### config.mk
export PLATFORM = sky130hd
export DESIGN_NAME = prog_seq_ctrl_flat
export DESIGN_NICKNAME = d
export VERILOG_FILES = /design/src/rtl/prog_seq_ctrl_pkg.sv /design/src/rtl/prog_seq_ctrl_if.sv /design/src/rtl/prog_seq_ctrl.sv /design/src/flat_wrapper.sv
export SDC_FILE = /design/constraint.sdc
export NUM_CORES = 1
export LEC_CHECK = 0
export CAP_MARGIN = 25
export CORE_MARGIN = 1
export CORE_UTILIZATION = 35
export DETAILED_ROUTE_END_ITERATION = 7
export PLACE_DENSITY = 0.74
export SLEW_MARGIN = 40
export SYNTH_ARGS = -nofsm -noshare
export SYNTH_HDL_FRONTEND = slang
export SYNTH_SLANG_ARGS = --single-unit
### constraint.sdc
create_clock -name clk -period 2.45 [get_ports clk]
set_input_delay 0.3675 -clock clk [delete_from_list [all_inputs] [get_ports clk]]
set_output_delay 0.3675 -clock clk [all_outputs]
set_load 0.02 [all_outputs]
### src/rtl/prog_seq_ctrl_pkg.sv
// Shared definitions for the program sequencer.
// Holds the FSM state encoding, default widths, the first executable address and
// the highest memory address.
package prog_seq_ctrl_pkg;

  localparam int unsigned DEF_ADDR_W     = 4;
  localparam int unsigned DEF_DATA_W     = 8;
  localparam int unsigned DEF_FIRST_ADDR = 1;

  // Highest address of the 16-entry instruction memory.
  localparam int unsigned MEM_LAST = 15;

  typedef enum logic [2:0] {
    S_IDLE  = 3'd0,
    S_LOAD  = 3'd1,
    S_READY = 3'd2,
    S_RUN   = 3'd3,
    S_HALT  = 3'd4
  } state_t;

endpackage

### src/rtl/prog_seq_ctrl_if.sv
// Host byte stream plus instruction memory control bus.
//   in_valid/in_data/in_last/in_ready : host -> sequencer valid/ready byte stream
//   mem_state/mem_load/mem_pc/mem_instr : sequencer -> instruction memory
// master: host / memory side. slave: the sequencer.
interface prog_seq_ctrl_if
  import prog_seq_ctrl_pkg::*;
#(
  parameter int unsigned ADDR_W = DEF_ADDR_W,
  parameter int unsigned DATA_W = DEF_DATA_W
);

  logic              in_valid;
  logic [DATA_W-1:0] in_data;
  logic              in_last;
  logic              in_ready;

  logic              mem_state;
  logic              mem_load;
  logic [ADDR_W-1:0] mem_pc;
  logic [DATA_W-1:0] mem_instr;

  modport master (
    output in_valid, in_data, in_last,
    input  in_ready, mem_state, mem_load, mem_pc, mem_instr
  );

  modport slave (
    input  in_valid, in_data, in_last,
    output in_ready, mem_state, mem_load, mem_pc, mem_instr
  );

endinterface

### src/rtl/prog_seq_ctrl.sv
// Program sequencer for the 16x8 instruction memory.
// Loads a host byte stream into addresses FIRST_ADDR..15, then steps the program
// counter through the program, paced by datapath step_done pulses, with jump and
// halt support.
// Ports:
//   clk, rst          clock, synchronous active-low reset
//   start_load, run   phase requests (start_load wins)
//   step_done         datapath finished current instruction (qualifies jmp_en/halt_req)
//   jmp_en, jmp_addr  jump control
//   halt_req          stop after current instruction
//   bus               host stream + memory control (slave modport)
//   load_cnt          number of bytes loaded
//   busy, done        status: LOAD/RUN, HALT
module prog_seq_ctrl
  import prog_seq_ctrl_pkg::*;
#(
  parameter int unsigned ADDR_W     = DEF_ADDR_W,
  parameter int unsigned DATA_W     = DEF_DATA_W,
  parameter int unsigned FIRST_ADDR = DEF_FIRST_ADDR
) (
  input  logic              clk,
  input  logic              rst,
  input  logic              start_load,
  input  logic              run,
  input  logic              step_done,
  input  logic              jmp_en,
  input  logic [ADDR_W-1:0] jmp_addr,
  input  logic              halt_req,
  prog_seq_ctrl_if.slave    bus,
  output logic [ADDR_W-1:0] load_cnt,
  output logic              busy,
  output logic              done
);

  localparam logic [ADDR_W-1:0] FirstAddr = ADDR_W'(FIRST_ADDR);
  localparam logic [ADDR_W-1:0] LastAddr  = ADDR_W'(MEM_LAST);

  state_t            state_q;
  logic [ADDR_W-1:0] pc_q;
  logic [ADDR_W-1:0] load_cnt_q;
  logic              busy_q;
  logic              done_q;

  logic              in_ready;
  logic              accept;
  logic [DATA_W-1:0] instr;

  // Combinational memory-side decode.
  assign in_ready = (state_q == S_LOAD);
  assign accept   = bus.in_valid & in_ready;
  assign instr    = accept ? bus.in_data : '0;

  assign bus.in_ready  = in_ready;
  assign bus.mem_load  = accept;
  assign bus.mem_instr = instr;
  assign bus.mem_state = (state_q == S_RUN);
  assign bus.mem_pc    = pc_q;

  assign load_cnt = load_cnt_q;
  assign busy     = busy_q;
  assign done     = done_q;

  always_ff @(posedge clk) begin
    if (!rst) begin
      state_q    <= S_IDLE;
      pc_q       <= '0;
      load_cnt_q <= '0;
      busy_q     <= 1'b0;
      done_q     <= 1'b0;
    end else begin
      unique case (state_q)
        S_IDLE, S_READY, S_HALT: begin
          if (start_load) begin
            state_q    <= S_LOAD;
            pc_q       <= FirstAddr;
            load_cnt_q <= '0;
            busy_q     <= 1'b1;
            done_q     <= 1'b0;
          end else if (run && (state_q != S_IDLE || load_cnt_q != '0)) begin
            state_q <= S_RUN;
            pc_q    <= FirstAddr;
            busy_q  <= 1'b1;
            done_q  <= 1'b0;
          end
        end
        S_LOAD: begin
          if (accept) begin
            load_cnt_q <= load_cnt_q + 1'b1;
            // Address 15 is the last slot; never wrap into address 0.
            if (bus.in_last || pc_q == LastAddr) begin
              state_q <= S_READY;
              pc_q    <= FirstAddr;
              busy_q  <= 1'b0;
            end else begin
              pc_q <= pc_q + 1'b1;
            end
          end
        end
        S_RUN: begin
          if (step_done) begin
            if (halt_req) begin
              state_q <= S_HALT;
              busy_q  <= 1'b0;
              done_q  <= 1'b1;
            end else if (jmp_en) begin
              pc_q <= jmp_addr;
            end else if (pc_q == load_cnt_q) begin
              state_q <= S_HALT;
              busy_q  <= 1'b0;
              done_q  <= 1'b1;
            end else begin
              pc_q <= pc_q + 1'b1;
            end
          end
        end
        default: begin
          state_q <= S_IDLE;
          busy_q  <= 1'b0;
          done_q  <= 1'b0;
        end
      endcase
    end
  end

endmodule

### src/flat_wrapper.sv
// flat-port wrapper written by rule: the top's interface ports become plain ports
module prog_seq_ctrl_flat import prog_seq_ctrl_pkg::*;
#(
  parameter int unsigned ADDR_W     = DEF_ADDR_W,
  parameter int unsigned DATA_W     = DEF_DATA_W,
  parameter int unsigned FIRST_ADDR = DEF_FIRST_ADDR
)
  (clk, rst, start_load, run, step_done, jmp_en, jmp_addr, halt_req, load_cnt, busy, done, bus_in_valid, bus_in_data, bus_in_last, bus_in_ready, bus_mem_state, bus_mem_load, bus_mem_pc, bus_mem_instr);
  prog_seq_ctrl_if #(.ADDR_W(ADDR_W), .DATA_W(DATA_W)) bus_i ();
  input  logic clk;
  input  logic rst;
  input  logic start_load;
  input  logic run;
  input  logic step_done;
  input  logic jmp_en;
  input  logic [ADDR_W-1:0] jmp_addr;
  input  logic halt_req;
  output logic [ADDR_W-1:0] load_cnt;
  output logic busy;
  output logic done;
  input wire logic [$bits(bus_i.in_valid)-1:0] bus_in_valid;
  input wire logic [$bits(bus_i.in_data)-1:0] bus_in_data;
  input wire logic [$bits(bus_i.in_last)-1:0] bus_in_last;
  output wire logic [$bits(bus_i.in_ready)-1:0] bus_in_ready;
  output wire logic [$bits(bus_i.mem_state)-1:0] bus_mem_state;
  output wire logic [$bits(bus_i.mem_load)-1:0] bus_mem_load;
  output wire logic [$bits(bus_i.mem_pc)-1:0] bus_mem_pc;
  output wire logic [$bits(bus_i.mem_instr)-1:0] bus_mem_instr;
  assign bus_i.in_valid = bus_in_valid;
  assign bus_i.in_data = bus_in_data;
  assign bus_i.in_last = bus_in_last;
  assign bus_in_ready = bus_i.in_ready;
  assign bus_mem_state = bus_i.mem_state;
  assign bus_mem_load = bus_i.mem_load;
  assign bus_mem_pc = bus_i.mem_pc;
  assign bus_mem_instr = bus_i.mem_instr;
  prog_seq_ctrl #(.ADDR_W(ADDR_W), .DATA_W(DATA_W), .FIRST_ADDR(FIRST_ADDR)) u_core (.clk(clk), .rst(rst), .start_load(start_load), .run(run), .step_done(step_done), .jmp_en(jmp_en), .jmp_addr(jmp_addr), .halt_req(halt_req), .bus(bus_i), .load_cnt(load_cnt), .busy(busy), .done(done));
endmodule
After elaboration in Yosys (flattened, before gate mapping)
Cells that the tools add are included.

cells by class
  equality and inequality tests = 15
  reduce and logical (&&, ||, !) cells = 13
  bitwise gates (word level) = 2
  $add $sub $neg = 2
  multiplexer cells = 38

operator list
  kind                                                                      number
  4-bit two-way mux                                                         10
  3-bit two-way mux                                                         8
  1-bit two-way mux                                                         14
  4-bit one-hot mux with 3 select lines                                     1
  6-bit AND reduction                                                       2
  2-bit inequality test (second input constant)                             5
  3-bit one-hot mux with 3 select lines                                     1
  4-bit by 1-bit adder with 4-bit output (second input constant)            2
  8-bit two-way mux                                                         1
  4-bit one-hot mux with 2 select lines                                     1
  3-bit by 2-bit equality test with 1-bit output (second input constant)    2
  3-bit by 2-bit inequality test with 1-bit output (second input constant)  2
  3-bit inequality test (second input constant)                             2
  1-bit one-hot mux with 3 select lines                                     2
  3-bit nonzero test                                                        2
  5-bit AND reduction                                                       1
  4-bit equality test                                                       1
  4-bit equality test (second input constant)                               1
  4-bit nonzero test                                                        1
  3-bit by 1-bit equality test with 1-bit output (second input constant)    1
  3-bit equality test (second input constant)                               1
  3-bit logical NOT                                                         1
  3-bit AND reduction                                                       1
  3-bit OR reduction                                                        1
  5 further kinds                                                           6

word-level totals
  bits in registers = 13
  logic and storage cells = 75

Longest topological paths before layout
Gate-level depths: netlist of run 1.

  depth in word-level cells = 6
  mapped depth = 7
  gate-level depth less buffers = 7

Least setup slack after synthesis of run 1
Ideal clock, no wire load.

  path kind = reg2reg
  from = reg u_core.load_cnt_q[0], in the netlist u_core.load_cnt[0]
  to = reg u_core.pc_q[1], in the netlist u_core.bus.mem_pc[1]
  required time = 2.334 ns
  clock period less this slack = 1.894 ns
  arrival = 1.778 ns
  path slack = 0.556 ns
  library setup time = 0.116 ns
  cell stages (with the launch flop) = 8
  path through = dfxtp_1 > inv_1 > ha_1 > nor4b_1 > a21o_1 > a311oi_4 > mux2i_1 > nor2b_1

on the way
  longest elaborated chain between the ends = 5
  elaborated cells between the ends (all ways) = 7

ends and longest elaborated chain
  element                                                     line                 RTL
  from (decl)                                                 prog_seq_ctrl.sv:40  logic [ADDR_W-1:0] load_cnt_q;
  from (signal assigned)                                      prog_seq_ctrl.sv:88  load_cnt_q <= load_cnt_q + 1'b1;
  4-bit nonzero test                                          prog_seq_ctrl.sv:79  end else if (run && (state_q != S_IDLE || load_cnt_q != '0)) begin
  1-bit logical OR                                            prog_seq_ctrl.sv:79
  1-bit logical AND                                           prog_seq_ctrl.sv:79
  3-bit by 2-bit inequality test with 1-bit output (no line)  --
  6-bit AND reduction (no line) (*)                           --
  to (signal assigned)                                        prog_seq_ctrl.sv:75  pc_q <= FirstAddr;
  to (signal assigned)                                        prog_seq_ctrl.sv:81  pc_q <= FirstAddr;
  to (signal assigned)                                        prog_seq_ctrl.sv:92  pc_q <= FirstAddr;
  to (decl)                                                   prog_seq_ctrl.sv:39  logic [ADDR_W-1:0] pc_q;

Mark *: on every way between the ends. The rest lies on a longest branch, timed or not.
A chain may end at the register's enable or synchronous reset.

Worst setup path in the final report of run 1
  from = in bus_in_valid
  to = out bus_mem_instr[5]

on the way
  longest elaborated chain between the ends = 2

ends and longest elaborated chain
  element            line                 RTL
  from (decl)        flat_wrapper.sv:21   input wire logic [$bits(bus_i.in_valid)-1:0] bus_in_valid;
  1-bit AND          prog_seq_ctrl.sv:50  assign accept = bus.in_valid & in_ready;
  8-bit two-way mux  prog_seq_ctrl.sv:51  assign instr = accept ? bus.in_data : '0;
  to (decl)          flat_wrapper.sv:28   output wire logic [$bits(bus_i.mem_instr)-1:0] bus_mem_instr;

Every way passes these cells.

==> qor.yml, run 1 <==
global_route:
  grt.overflow.total: 0
  antenna_found_initial: 0
  grtUsageTotal_pct: 18.5
  grt_pass1_vias: 897
  grt_max_degree: 14
  grt_pass1_wl_microns: 4020
logic_synthesis:
  synth_sequential_area_ratio_pct: 26.5
  ys_ff_latch: 13
  synth_fa_ha_area_share_pct: 3.82
  synthTopCellsByArea: "dfxtp_1, and2_1, nand2_1, xor2_1, mux2i_1"
  yosys.area_share.simple_pct: 30.8
  syn_inst: 121
  synth_area_sq_um: 983
  async_reset_ff_share_pct: 0
  synth_nets: 145
  synth_mux_area_share_pct: 6.23
  ys_warn_count: 0
  synthDominantCellAreaShare_pct: 26.5
  yosysTopAreaCell: "dfxtp_1"
  syn_area_per_cell_sq_um: 8.13
  synth_xor_xnor_area_share_pct: 7.12
  synth_top_family_by_area: "simple AND/OR/NAND/NOR gates"
  synth_ff_type: "dfxtp_1"
  synth_cell_types: 41
  synth_compound_gate_area_share_pct: 21.2
  synth_edf_count: 0
layout:
  antenna_cells: 0
  syn_to_final_growth_pct: 47.7
  fin_cells: 193
  seq_area_sq_um: 260
  fill_cells: 246
  nets: 188
  drive_gt1_share_pct: 8.59
  multi_input_area_sq_um: 681
clock_tree:
  cts_tree: "done"
  cts_made_buffers: 3
  clock_sinks: 13
  htree_levels: 1
  clkLatencyLatePin_ps: 280
  cts_hold_buffers: 0
  clkTransAtPathRegs_ps: 90
  root_buffer: "clkbuf_4"
  post_cts_resized: 0
  cts_setup_buffers: 0
  clockBufferDepth: 2
critical_path:
  worstPathRequired_ps: 2080
  crit_type: "input pin to output pin"
  start_kind: "input pin"
  critPathMaxFanout: 10
  worstPathArrival_ps: 2010
  cp-end-kind: "output pin"
floorplanning:
  core_region_area_sq_mm: 0.00257
  start_util_pct: 38.3
  die-width_microns: 55.0
  ios: 42
  die_y_microns: 55.0
  num_rows: 18
  die_area_sq_mm: 0.00303
power:
  seq_power_share_pct: 27.9
  switching_share_pct: 43.7
  peakVddDrop_mv: 0.556
  pwr-share-comb_pct: 60.9
  intPower_mw: 0.694
  power.switching_mw: 0.538
  p_leak_nw: 0.567
  power_mw: 1.23
  pwr-share-clk_pct: 11.2
  pwr_density_cell_mw_per_mm2: 848
timing:
  finClkSkew_ps: 6.62
  min_period_over_period_pct: 97.2
  max_freq_mhz: 420
  rsz0062_at_grt: "false"
  tightest_slew_ps: 540
  max_slew_margin_pct: 63.7
  postLayoutSetupSlackWorst_ps: 68.3
  slew_violations: 0
  setup_viol: 0
  final.setup.tns_ps: 0
  finalHoldViolCount: 0
  period_needed_ps: 2380
detailed_routing:
  antenna_left: 0
  vias_per_cell: 5.26
  via_count: 1015
  wl_per_cell_microns: 13.5
  drc: 0
  routed_wl_microns: 2610
  drt-pass1-iter-count: 6
  drt_iter0_markers: 27
placement:
  hpwlAfterDp_microns: 2060
  io_buffers: 41
  pre_cts_slack_ps: 14.2
  finalWeightedCongestion: 0.818
  dp_cells: 189
job:
  max-cap-violations: 0
status:
  status: "finished, final reports clean"
worst_hold_path:
  hp-class: "flip-flop to flip-flop"
==> per-stage QoR <==
stage	util [%]	instance area, sq um	hold slack, ps
detailed placement	55.6	1430	464
floorplan	-	983	509
CTS	56.6	1450	475
global route	56.6	1450	512
finish	56.6	1450	472
global placement	55.6	1430	449
==> power groups by stage <==
stage                     sequential (mW)  combinational [mW]  clock, mW
final                               0.343               0.751      0.138
after global routing                0.357               0.816      0.151
after CTS                           0.343               0.752      0.140
after detailed placement            0.348               0.749          0
after global placement              0.342               0.733          0
after floorplan                     0.337               0.510          0
==> logic make-up after synthesis <==
group,Yosys count
muxes,6
xor gates and xnor gates,8
DFF,13
adders and majority gates,3
buffers and inverters,10
AOI/OAI and AO/OA,28
and+or+nand+nor,53
==> synth_stat cells (all sizes together), types with 4 or more instances <==
cell	n
dfxtp	13
o21ai	8
nand2	14
nand3	4
buf	4
nor2b	6
a21oi	7
and2	10
xor2	6
nor2	7
mux2i	5
==> cells in the final DEF (no fill, tap or decap), types with 3 or more instances in the layout <==
master / count
clkdlybuf4s50_1: 41
nand2_1: 14
dfxtp_1: 13
and2_1: 10
nor2_1: 7
xor2_1: 6
nor2b_1: 6
a21oi_1: 6
o21ai_0: 5
mux2i_1: 5
nand3_1: 4
inv_1: 3
o21ai_1: 3
ha_1: 3
clkbuf_4: 3
buf_4: 3
==> cell type report <==
class                   count  share of cell area, %
inverters                   4                   1.03
clock buffers               4                   1.81
well taps                  30                   2.58
flip-flops and latches     13                   17.9
multi-input cells          98                   46.9
repair buffers             44                   29.8
==> routing by layer <==
layer	up-vias	part of all wire, %	track usage [%]
met5	-	0	0
met4	0	0	1.25
met3	0	3.6	6.01
met2	20	50	31.9
met1	480	46	23.3
li1	515	-	-
==> critical path, stage by stage <==
cell	delay (ps)
clkdlybuf4s50_1	510
and4bb_2	360
and2_1	180
clkdlybuf4s50_1	600
==> final timing paths <==
check                           from              endpoint  slack, ps  depth (start not counted)
hold reg to reg          u_core.busy           u_core.busy        470                          2
setup / recovery        bus_in_valid      bus_mem_instr[5]         70                          4
hold / removal           u_core.busy           u_core.busy        470                          2
setup reg to reg  u_core.load_cnt[0]  u_core.bus.mem_pc[2]        460                          7
==> sequential cells by signal, indices dropped and copies added (netlist names) <==
name,count
u_core.bus.mem_pc,4
u_core.load_cnt,4
u_core.state_q,3
u_core.busy,1
u_core.done,1
(Power assumes the default switching activity.)
==> inputs of run 2 (changes only) <==
CORE_MARGIN = 8   (was 1)
==> run 2 against run 1 <==
  * Sequential share of layout area rose by 0.15 points
  * First-iteration DRC count fell by 37%
  * Flip-flop and latch count unchanged
  * Via count rose by 2.1%
  * Non-clock buffer count is 1 lower
  * Critical path depth is 1 higher
  * Clock skew fell by 2.3 ps
  * Critical path type unchanged
==> qor.yml, run 2 (same netlist as run 1, synthesis figures left out) <==
status:
  status: "finished, final reports clean"
floorplanning:
  num_rows: 19
  core_region_area_sq_mm: 0.00271
  die_area_sq_mm: 0.00476
  start_util_pct: 36.3
  ios: 42
  die-width_microns: 69.0
  die_y_microns: 69.0
clock_tree:
  clock_sinks: 13
  clkTransAtPathRegs_ps: 80
  clkLatencyLatePin_ps: 280
  root_buffer: "clkbuf_4"
  cts_tree: "done"
  clockBufferDepth: 2
  htree_levels: 1
  cts_setup_buffers: 0
  cts_made_buffers: 3
timing:
  min_period_over_period_pct: 96.9
  final.setup.tns_ps: 0
  slew_violations: 0
  setup_viol: 0
  rsz0062_at_grt: "false"
  tightest_slew_ps: 492
  finalHoldViolCount: 0
  finClkSkew_ps: 4.28
  postLayoutSetupSlackWorst_ps: 75.9
  period_needed_ps: 2370
  max_freq_mhz: 421
  max_slew_margin_pct: 66.9
global_route:
  antenna_found_initial: 0
  grt_max_degree: 17
  busiest_layer: "met2"
  grt_use_met1_pct: 13.1
  grt_pass1_vias: 1069
  use_met3_pct: 5.87
  grt_pass1_wl_microns: 4820
  met2_usage_pct: 17.8
  grtUsageTotal_pct: 11.6
  grt.overflow.total: 0
placement:
  io_buffers: 41
  hpwlAfterDp_microns: 2190
  finalWeightedCongestion: 0.860
  pre_cts_slack_ps: 82.3
detailed_routing:
  drt_iter0_markers: 17
  antenna_left: 0
  drt-pass1-iter-count: 4
  vias_per_cell: 5.37
  routed_wl_microns: 2790
  drc: 0
  via_count: 1036
  wl_per_cell_microns: 14.5
layout:
  nets: 187
  layout_common_cells: "clkdlybuf4s50_1, nand2_1, dfxtp_1, and2_1, nor2_1"
  fill_cells: 268
  drive_gt1_share_pct: 8.02
  layout_commonest_cell: "clkdlybuf4s50_1"
  antenna_cells: 0
  syn_to_final_growth_pct: 47.2
critical_path:
  cp-end-kind: "output pin"
  critPathMaxFanout: 11
  crit_type: "input pin to output pin"
  worstPathArrival_ps: 2010
  start_kind: "input pin"
  worstPathRequired_ps: 2080
  reg2reg_slack_ps: 480
power:
  pwr_density_cell_mw_per_mm2: 840
  peakVddDrop_mv: 0.559
  power_mw: 1.22
  p_leak_nw: 0.565
worst_hold_path:
  hp-class: "flip-flop to flip-flop"
job:
  max-cap-violations: 0
## run 2: cell types whose count changed in the layout (fill, tap and decap cells not counted), sizes merged
cell  delta
buf      -1
## run 2: cell type report
cell class	instances	area [sq um]	area share, %
Timing Repair Buffer	43	425	29.4
Tap cell	31	38.8	2.68
Sequential cell	13	262	18.1
Multi-Input combinational cell	98	681	47.0
Inverter	4	15.0	1.04
Clock buffer	4	26.3	1.82
## run 2: critical path: stages
cell and delay, ps:
clkdlybuf4s50_1 510, and4bb_1 200, buf_4 160, and2_1 140
clkdlybuf4s50_1 620
## run 2: path summary, 6_finish.rpt
path,startpoint,end,cells past startpoint
hold reg to reg,u_core.busy,u_core.busy,2
setup / recovery,bus_in_valid,bus_mem_instr[4],5
hold / removal,u_core.busy,u_core.busy,2
setup reg to reg,u_core.load_cnt[0],u_core.bus.mem_pc[2],7
## run 2: power breakdown
group / switching [mW] / total [mW] / internal [mW]
sequential: 0.0782 / 0.341 / 0.263
combinational: 0.376 / 0.737 / 0.361
clock: 0.0747 / 0.138 / 0.0631
## run 2: what timing repair did
action	in CTS	in global routing
hold buffers	0	0
resized for setup	0	1
endpoints found under the setup margin	0	5
## run 2: per-stage QoR
| stage | utilization, % | cell area, sq um | cells | hold WS, ps |
|---|---|---|---|---|
| 3_5_place_dp | 52.4 | 1420 | 189 | 463 |
| 6_report | 53.4 | 1450 | 193 | 472 |
| 4_1_cts | 53.4 | 1450 | 193 | 474 |
| 3_3_place_gp | 52.4 | 1420 | 189 | 451 |
| 5_1_grt | 53.4 | 1450 | 193 | 500 |
| 2_1_floorplan | - | 983 | 121 | 509 |
## run 2: routing by layer
metal	part of all wire, %	up-vias
li1	-	513
met1	43	479
met2	45	40
met3	10	4
met4	1.6	0
met5	0	-
==> inputs of run 3 (changes only) <==
DONT_BUFFER_PORTS = 1   (was not set)
HOLD_SLACK_MARGIN = 0.15   (was not set)
PLACE_DENSITY = 0.55   (was 0.74)
==> run 3 against run 2 <==
  * Critical path depth is 3 lower
  * Via count is 17% lower
  * Non-clock buffer count is 40 lower
  * Power is 11% lower
  * Clock skew is 3.9 ps lower
  * Largest power group unchanged
==> qor.yml, run 3 (same netlist as run 1, synthesis figures left out) <==
floorplanning:
  core_region_area_sq_mm: 0.00271
  ios: 42
  die-width_microns: 69.0
  die_area_sq_mm: 0.00476
  start_util_pct: 36.3
  die_y_microns: 69.0
  num_rows: 19
critical_path:
  worstReg2RegEnd: "u_core.bus.mem_pc[2]"
  worstPathArrival_ps: 1820
  cp_num_buf_inv: 0
  start_kind: "flip-flop"
  reg2reg_slack_ps: 460
  crit_type: "flip-flop to output pin"
  r2r.worst_path.cells: 5
  worstPathCellList: "and4bb_1, and2_1"
  slowest_delay_ps: 680
  worstPathRequired_ps: 2080
  cp_top_family: "simple AND/OR/NAND/NOR gates"
  critPathMaxFanout: 19
  r2r-start: "u_core.state_q[1]"
  critPathSlowestCell: "and4bb_1"
  cp-end-kind: "output pin"
clock_tree:
  cts_setup_buffers: 0
  clockBufferDepth: 2
  cts_made_buffers: 3
  cts_tree: "done"
  root_buffer: "clkbuf_4"
  clock_sinks: 13
  clkLatencyLatePin_ps: 280
  post_cts_resized: 0
  cts_hold_buffers: 0
  clkTransAtPathRegs_ps: 80
  htree_levels: 1
timing:
  final.setup.tns_ps: 0
  max_freq_mhz: 458
  hold_slack_ps: 212
  slew_violations: 0
  max_slew_margin_pct: 58.2
  period_needed_ps: 2190
  finClkSkew_ps: 0.329
  tightest_slew_ps: 626
  rsz0062_at_grt: "false"
  min_period_over_period_pct: 89.2
  setup_viol: 0
  finalHoldViolCount: 0
layout:
  layout_commonest_cell: "nand2_1"
  drive_gt1_share_pct: 10.7
  nets: 147
  fill_cells: 299
  syn_to_final_growth_pct: 6.11
  layout_common_cells: "nand2_1, dfxtp_1, and2_1, nor2_1"
  antenna_cells: 0
detailed_routing:
  wl_per_cell_microns: 17.0
  vias_per_cell: 5.63
  drc: 0
  antenna_left: 0
  routed_wl_microns: 2610
  drt_iter0_markers: 41
  drt-pass1-iter-count: 4
  via_count: 862
power:
  pwr_density_cell_mw_per_mm2: 1030
  power_mw: 1.08
  p_leak_nw: 0.420
  peakVddDrop_mv: 0.493
placement:
  hpwlAfterDp_microns: 2080
  finalWeightedCongestion: 0.806
  io_buffers: 0
worst_hold_path:
  hold_end: "u_core.state_q[1]"
  hold_depth: 1
  hp-class: "input pin to flip-flop"
  worstHoldStart: "rst"
status:
  status: "finished, final reports clean"
global_route:
  grt.overflow.total: 0
  grt_pass1_vias: 881
  grt_max_degree: 20
  grtUsageTotal_pct: 10.5
  grt_pass1_wl_microns: 4300
  antenna_found_initial: 0
job:
  max-cap-violations: 0
## run 3: routing by layer
| metal | up-vias | global-route usage [%] | share of wire (%) | wire length, microns |
|---|---|---|---|---|
| li1 | 430 | - | - | - |
| met4 | 0 | 3.42 | 1.5 | 39 |
| met5 | - | 0 | 0 | 0 |
| met2 | 32 | 16.1 | 44 | 1160 |
| met1 | 396 | 12.3 | 45 | 1180 |
| met3 | 4 | 5.29 | 8.8 | 230 |
## run 3: cell type report
type | instances | area, sq um | area share (%)
clock buffers | 4 | 26.3 | 2.52
inverters | 4 | 15.0 | 1.44
multi-input cells | 98 | 681 | 65.2
flip-flops and latches | 13 | 260 | 24.9
well taps | 31 | 38.8 | 3.72
repair buffers | 3 | 22.5 | 2.16
## run 3: worst reg2reg max path, stage by stage (launching register included)
cell and delay [ps]:
dfxtp_1 730, a2111oi_1 210, a21o_1 230, a311oi_4 410, mux2i_1 240, nor2b_1 60
## run 3: worst max-delay path by stage
stage                                 to  slack [ps]  depth (start not counted)          startpoint
finish                  bus_mem_instr[6]         260                          2   u_core.state_q[1]
global placement    u_core.bus.mem_pc[1]         610                          5   u_core.state_q[1]
CTS                     bus_mem_instr[6]         270                          2   u_core.state_q[1]
floorplan           u_core.bus.mem_pc[1]         560                          7  u_core.load_cnt[0]
global route            bus_mem_instr[6]          90                          2   u_core.state_q[1]
detailed placement  u_core.bus.mem_pc[2]         530                          5   u_core.state_q[1]
## run 3: power by group
group	switching, mW	internal, mW	leakage (nW)	total [mW]
clock network	0.0765	0.0633	0.0150	0.140
registers	0.120	0.261	0.106	0.381
logic	0.313	0.243	0.298	0.556
total	0.510	0.567	0.420	1.08
## run 3: stage by stage
step | cell area [sq um] | instances | util [%] | worst slack (ps)
after floorplan | 983 | 121 | - | 556
after global placement | 1020 | 149 | 37.5 | 610
after detailed placement | 1020 | 149 | 37.5 | 528
after CTS | 1040 | 153 | 38.5 | 266
after global routing | 1040 | 153 | 38.5 | 91.2
final | 1040 | 153 | 38.5 | 265
==> patch 1 (flow settings as in run 3) <==
The package constant `DEF_ADDR_W` goes from 4 to 6.
--- a/src/rtl/prog_seq_ctrl_pkg.sv
+++ b/src/rtl/prog_seq_ctrl_pkg.sv
@@ -4,5 +4,5 @@
 package prog_seq_ctrl_pkg;
 
-  localparam int unsigned DEF_ADDR_W     = 4;
+  localparam int unsigned DEF_ADDR_W     = 6;
   localparam int unsigned DEF_DATA_W     = 8;
   localparam int unsigned DEF_FIRST_ADDR = 1;
Ports: changed (resized bus_mem_pc, jmp_addr and load_cnt); port bits go from 42 to 48. No check against the original RTL was run, so the function may have changed too.
==> patch 1 against run 3 <==
  * Synthesized cell count up 20%
  * Clock power up 15%
  * Worst hold slack worse by 0.022 ns
  * Synthesized area up 23%
  * Power up 4.5%
  * Non-clock buffer count up 3
  * Worst setup slack better by 0.27 ns
  * Routed wire length up 33%
  * Highest routed layer unchanged
  * Sequential cell count up 4
  * Register-to-register slack better by 0.08 ns
  * Final area up 25%
  * Sequential power up 5%
  * Fmax up 14%
==> patch 1: results (changes against run 3) <==
Run status
  • Status: complete, no violations (unchanged)

Worst setup path
  • Slowest cell on crit path: and4bb_2 (was and4bb_1)
  • Reg2reg end: u_core.state_q[0] (was u_core.bus.mem_pc[2])
  • CP arrival: 1.55 ns (was 1.82 ns)
  • Worst r2r src: u_core.bus.mem_pc[3] (was u_core.state_q[1])
  • CP Capture Point: bus_mem_instr[4] (was bus_mem_instr[6])
  • CP max FO: 11 (was 19)
  • Largest stage delay, worst path: 0.53 ns (was 0.68 ns)
  • Worst Setup SP: u_core.state_q[2] (was u_core.state_q[1])

GRT
  • First-pass GRT wire length: 5706 microns (was 4298 microns)
  • Largest net degree at the start of global routing: 16 (was 20)
  • Global-route met3 utilization: 0.05459 (was 0.05293)

Detailed routing
  • Met3 WL: 326 microns (was 230 microns)
  • Starting DRT DRC Count: 81 (was 41)
  • WL per Instance: 17.79 microns (was 17.03 microns)

Power
  • Pwr/cell area: 865.6 nW/um^2 (was 1032 nW/um^2)
  • Combinational power: 0.565 mW (was 0.556 mW)
  • Static leakage: 0.4748 nW (was 0.4196 nW)
  • Switch share: 0.4614 (was 0.4732)

Finish
  • Fillers: 359 (was 299)
  • Share of layout cells above drive strength 1: 0.1342 (was 0.1066)
  • Seq. cell area: 340.3 sq um (was 260.3 sq um)

Synthesis
  • Post-synth top cells: 17 x dfxtp_1, 15 x nand2_1, 11 x xnor2_1 (was 14 x nand2_1, 13 x dfxtp_1, 10 x and2_1)
  • Syn Inst Count: 145 (was 121)
  • Mux contribution to synthesized area: 0.05785 (was 0.06234)
  • Synth Area in Compound Gates: 0.2159 (was 0.2125)
  • Syn_area_per_cell: 8.353 sq um (was 8.128 sq um)

Timing
  • Max Clock Skew: 0.005680 ns (was 0.0003291 ns)

CTS
  • Reg clk slew, reported paths: 0.11 ns (was 0.08 ns)
-- patch 1: changes by cell type in the layout (fill, tap and decap cells not counted), sizes merged, moves of 3 or more --
cell	change
xnor2	+9
inv	+5
nor2b	-5
dfxtp	+4
xor2	-4
buf	+3
o22ai	+3
-- patch 1: logic make-up (layout without fill, tap and decap cells) --
group,after synthesis,after routing
muxes,7,7
adders and majority gates,3,3
and+or+nand+nor,55,55
DFF,17,17
xor gates and xnor gates,13,13
AOI/OAI and AO/OA,34,34
buffers and inverters,16,20
-- patch 1: through the flow --
| stage | setup WS, ns | total power, mW |
|---|---|---|
| after floorplan | 0.5133 | 0.8812 |
| after global placement | 0.6075 | 0.9604 |
| after detailed placement | 0.5541 | 0.9713 |
| after CTS | 0.5300 | 1.132 |
| after global routing | 0.3014 | 1.213 |
| final | 0.5311 | 1.125 |
-- patch 1: worst register-to-register path: cells and delay by family, from the launching register on --
family,cells,cell delay (ns)
AO/OA/AOI/OAI,3,0.66
flip-flops,1,0.59
AND/OR/NAND/NOR,2,0.59
==> patch 2 (flow settings as in run 3) <==
Without the edit above. Reset style: asynchronous (`rst`), changed in one clocked block. Comments in the files are not updated.
--- a/src/rtl/prog_seq_ctrl.sv
+++ b/src/rtl/prog_seq_ctrl.sv
@@ -61,5 +61,5 @@
   assign done     = done_q;
 
-  always_ff @(posedge clk) begin
+  always_ff @(posedge clk or negedge rst) begin
     if (!rst) begin
       state_q    <= S_IDLE;
Behaviour: differs if rst is asserted again (counterexample within 4 cycles, from zero or initial values and one cycle with rst low); with rst held inactive, the same outputs for 10 cycles.
==> patch 2 against run 3 <==
  * Clock skew about the same
  * Worst setup slack improved by 0.013 ns
  * Count of clock-buffer cells in the layout unchanged
  * Die area grew 3.3%
  * Global-route usage increased by 0.32 points
  * Utilization increased by 0.50 points
  * Sequential cell count stayed put
  * Non-clock buffer count rose by 3
  * Routed wire length up 2.4%
  * Synthesized cell count shrank 5.8%
  * Power increased by 28%
  * First-iteration DRC count increased by 17%
  * Synthesized area up 4.3%
  * Final area is 4.0% higher
  * Largest cell class unchanged
  * Largest power group unchanged
==> patch 2: results (changes against run 3) <==
Run status
  • Status: complete, no violations (unchanged)

Finish
  • Final cell count without fillers: 148 (was 153)
  • Share of layout cells above drive strength 1: 0.1368 (was 0.1066)

GRT
  • Largest net degree at the start of global routing: 15 (was 20)
  • Overall Global Routing Usage: 0.1081 (was 0.1049)
  • Vias in the first global route: 861 (was 881)
  • First-pass GRT wire length: 4429 microns (was 4298 microns)

Worst setup path
  • CP max FO: 6 (was 19)
  • Reg2reg end: u_core.bus.mem_pc[1] (was u_core.bus.mem_pc[2])
  • CP arrival: 2.34 ns (was 1.82 ns)
  • Worst r2r src: u_core.load_cnt[1] (was u_core.state_q[1])
  • Critical path class: reg2reg (was reg2out)
  • R2r setup slk: 0.28 ns (was 0.46 ns)
  • Register-to-Register Path Depth: 6 (was 5)

Synthesis
  • Synth unique cells: 37 (was 41)
  • Warnings from Yosys: 0 (unchanged)
  • Commonest register cell after synthesis: dfrtp_1 (was dfxtp_1)
  • Mux contribution to synthesized area: 0.06585 (was 0.06234)
  • Post-Synth XOR/XNOR Area: 0.06829 (was 0.07125)
  • Sequential fraction of the synthesis area: 0.3171 (was 0.2646)
  • Synth area leaders: dfrtp_1 32%, nand2_1 5.1%, and3_1 4.9% (was dfxtp_1 26%, and2_1 6.4%, nand2_1 5.3%)
  • Post-synth top cells: 14 x nand2_1, 13 x dfrtp_1, 8 x and3_1, 8 x nor2_1, 6 x o21ai_0 (was 14 x nand2_1, 13 x dfxtp_1, 10 x and2_1)
  • Syn Inst Count: 114 (was 121)
  • Synth Area in Compound Gates: 0.2037 (was 0.2125)
  • FFs w/ async S/R, synth: 1.000 (was 0)
  • Post-synthesis adder-cell area fraction: 0.03659 (was 0.03817)

CTS
  • Reg clk slew, reported paths: 0.08 ns (about the same)
  • Clock root buffer: clkbuf_4 (unchanged)
  • Clock Path Buffers: 2 (unchanged)
  • CTS Buf Count: 3 (unchanged)
  • CTS H-Tree Depth: 1 (unchanged)

Detailed routing
  • WL per Instance: 18.02 microns (was 17.03 microns)
  • DR vias: 829 (was 862)
  • Starting DRT DRC Count: 48 (was 41)

Place
  • Pre-CTS setup slack: 0.2862 ns (was 0.5278 ns)
  • Placed cell area: 1049 sq um (was 1017 sq um)
  • Placed cells: 143 (was 149)
  • Hpwl dp: 2144 microns (was 2076 microns)
  • GP Congestion: 0.8150 (was 0.8060)
  • IO buf count: 0 (unchanged)

Timing
  • Max Clock Skew: 0.0008225 ns (was 0.0003291 ns)
  • Slew @ Worst Pin: 0.6088 ns (was 0.6256 ns)
  • Setup TNS: 0 ns (unchanged)
  • Post-route minimum period: 2.172 ns (was 2.185 ns)

Power
  • Peak VDD IR: 0.0007245 V (was 0.0004931 V)
  • Static leakage: 0.4967 nW (was 0.4196 nW)

Flow run
  • Maxcap violations: 0 (unchanged)
-- patch 2: report_power, final --
group          switching (mW)  internal, mW  leakage [nW]  total [mW]
clock                  0.0716        0.0631        0.0150       0.135
combinational           0.447         0.341         0.317       0.788
sequential              0.166         0.288         0.165       0.454
-- patch 2: layout make-up --
class,count,area [sq um]
Timing Repair Buffer,6,47.55
Tap cell,31,38.79
Clock buffer,4,26.28
Fill cell,285,1697
Inverter,5,18.77
Multi-Input combinational cell,89,628.1
Sequential cell,13,325.3
-- patch 2: how the worst min path moves through the flow --
stage	cells past startpoint	end	startpoint	slack (ns)
3_5_place_dp	0	u_core.state_q[2]	rst	0.07
4_1_cts	3	u_core.state_q[1]	halt_req	0.33
5_1_grt	3	u_core.state_q[1]	halt_req	0.34
2_1_floorplan	0	u_core.bus.mem_pc[0]	rst	0.07
3_3_place_gp	0	u_core.state_q[2]	rst	0.07
6_report	3	u_core.state_q[1]	halt_req	0.34
-- patch 2: kinds of logic (layout without fill, tap and decap cells) --
kind of cell	count (synthesis)	after routing
buf+inv	12	15
fa+ha+maj	3	3
simple gates	47	47
compound gates	26	26
mux	5	5
flops	13	13
xor+xnor	8	8
-- patch 2: timing repair --
item,4_1_cts,5_1_grt
setup buffers,0,0
hold buffers,1,0
gates resized for setup,0,0
setup endpoints to repair,0,0
endpoints found under the hold margin,13,0
-- patch 2: critical path: stages (launching register included) --
cell,delay (ns)
dfrtp_1,0.55
inv_1,0.08
ha_1,0.18
nor4b_1,0.14
o211ai_1,0.51
o2111ai_4,0.25
mux2_4,0.35
-- patch 2: metal layers --
metal,part of all wire,up-vias,GRT usage
li1,-,408,-
met3,0.061,2,0.04944
met1,0.44,399,0.1331
met4,0.0034,0,0.01786
met2,0.50,20,0.1706
met5,0,-,0
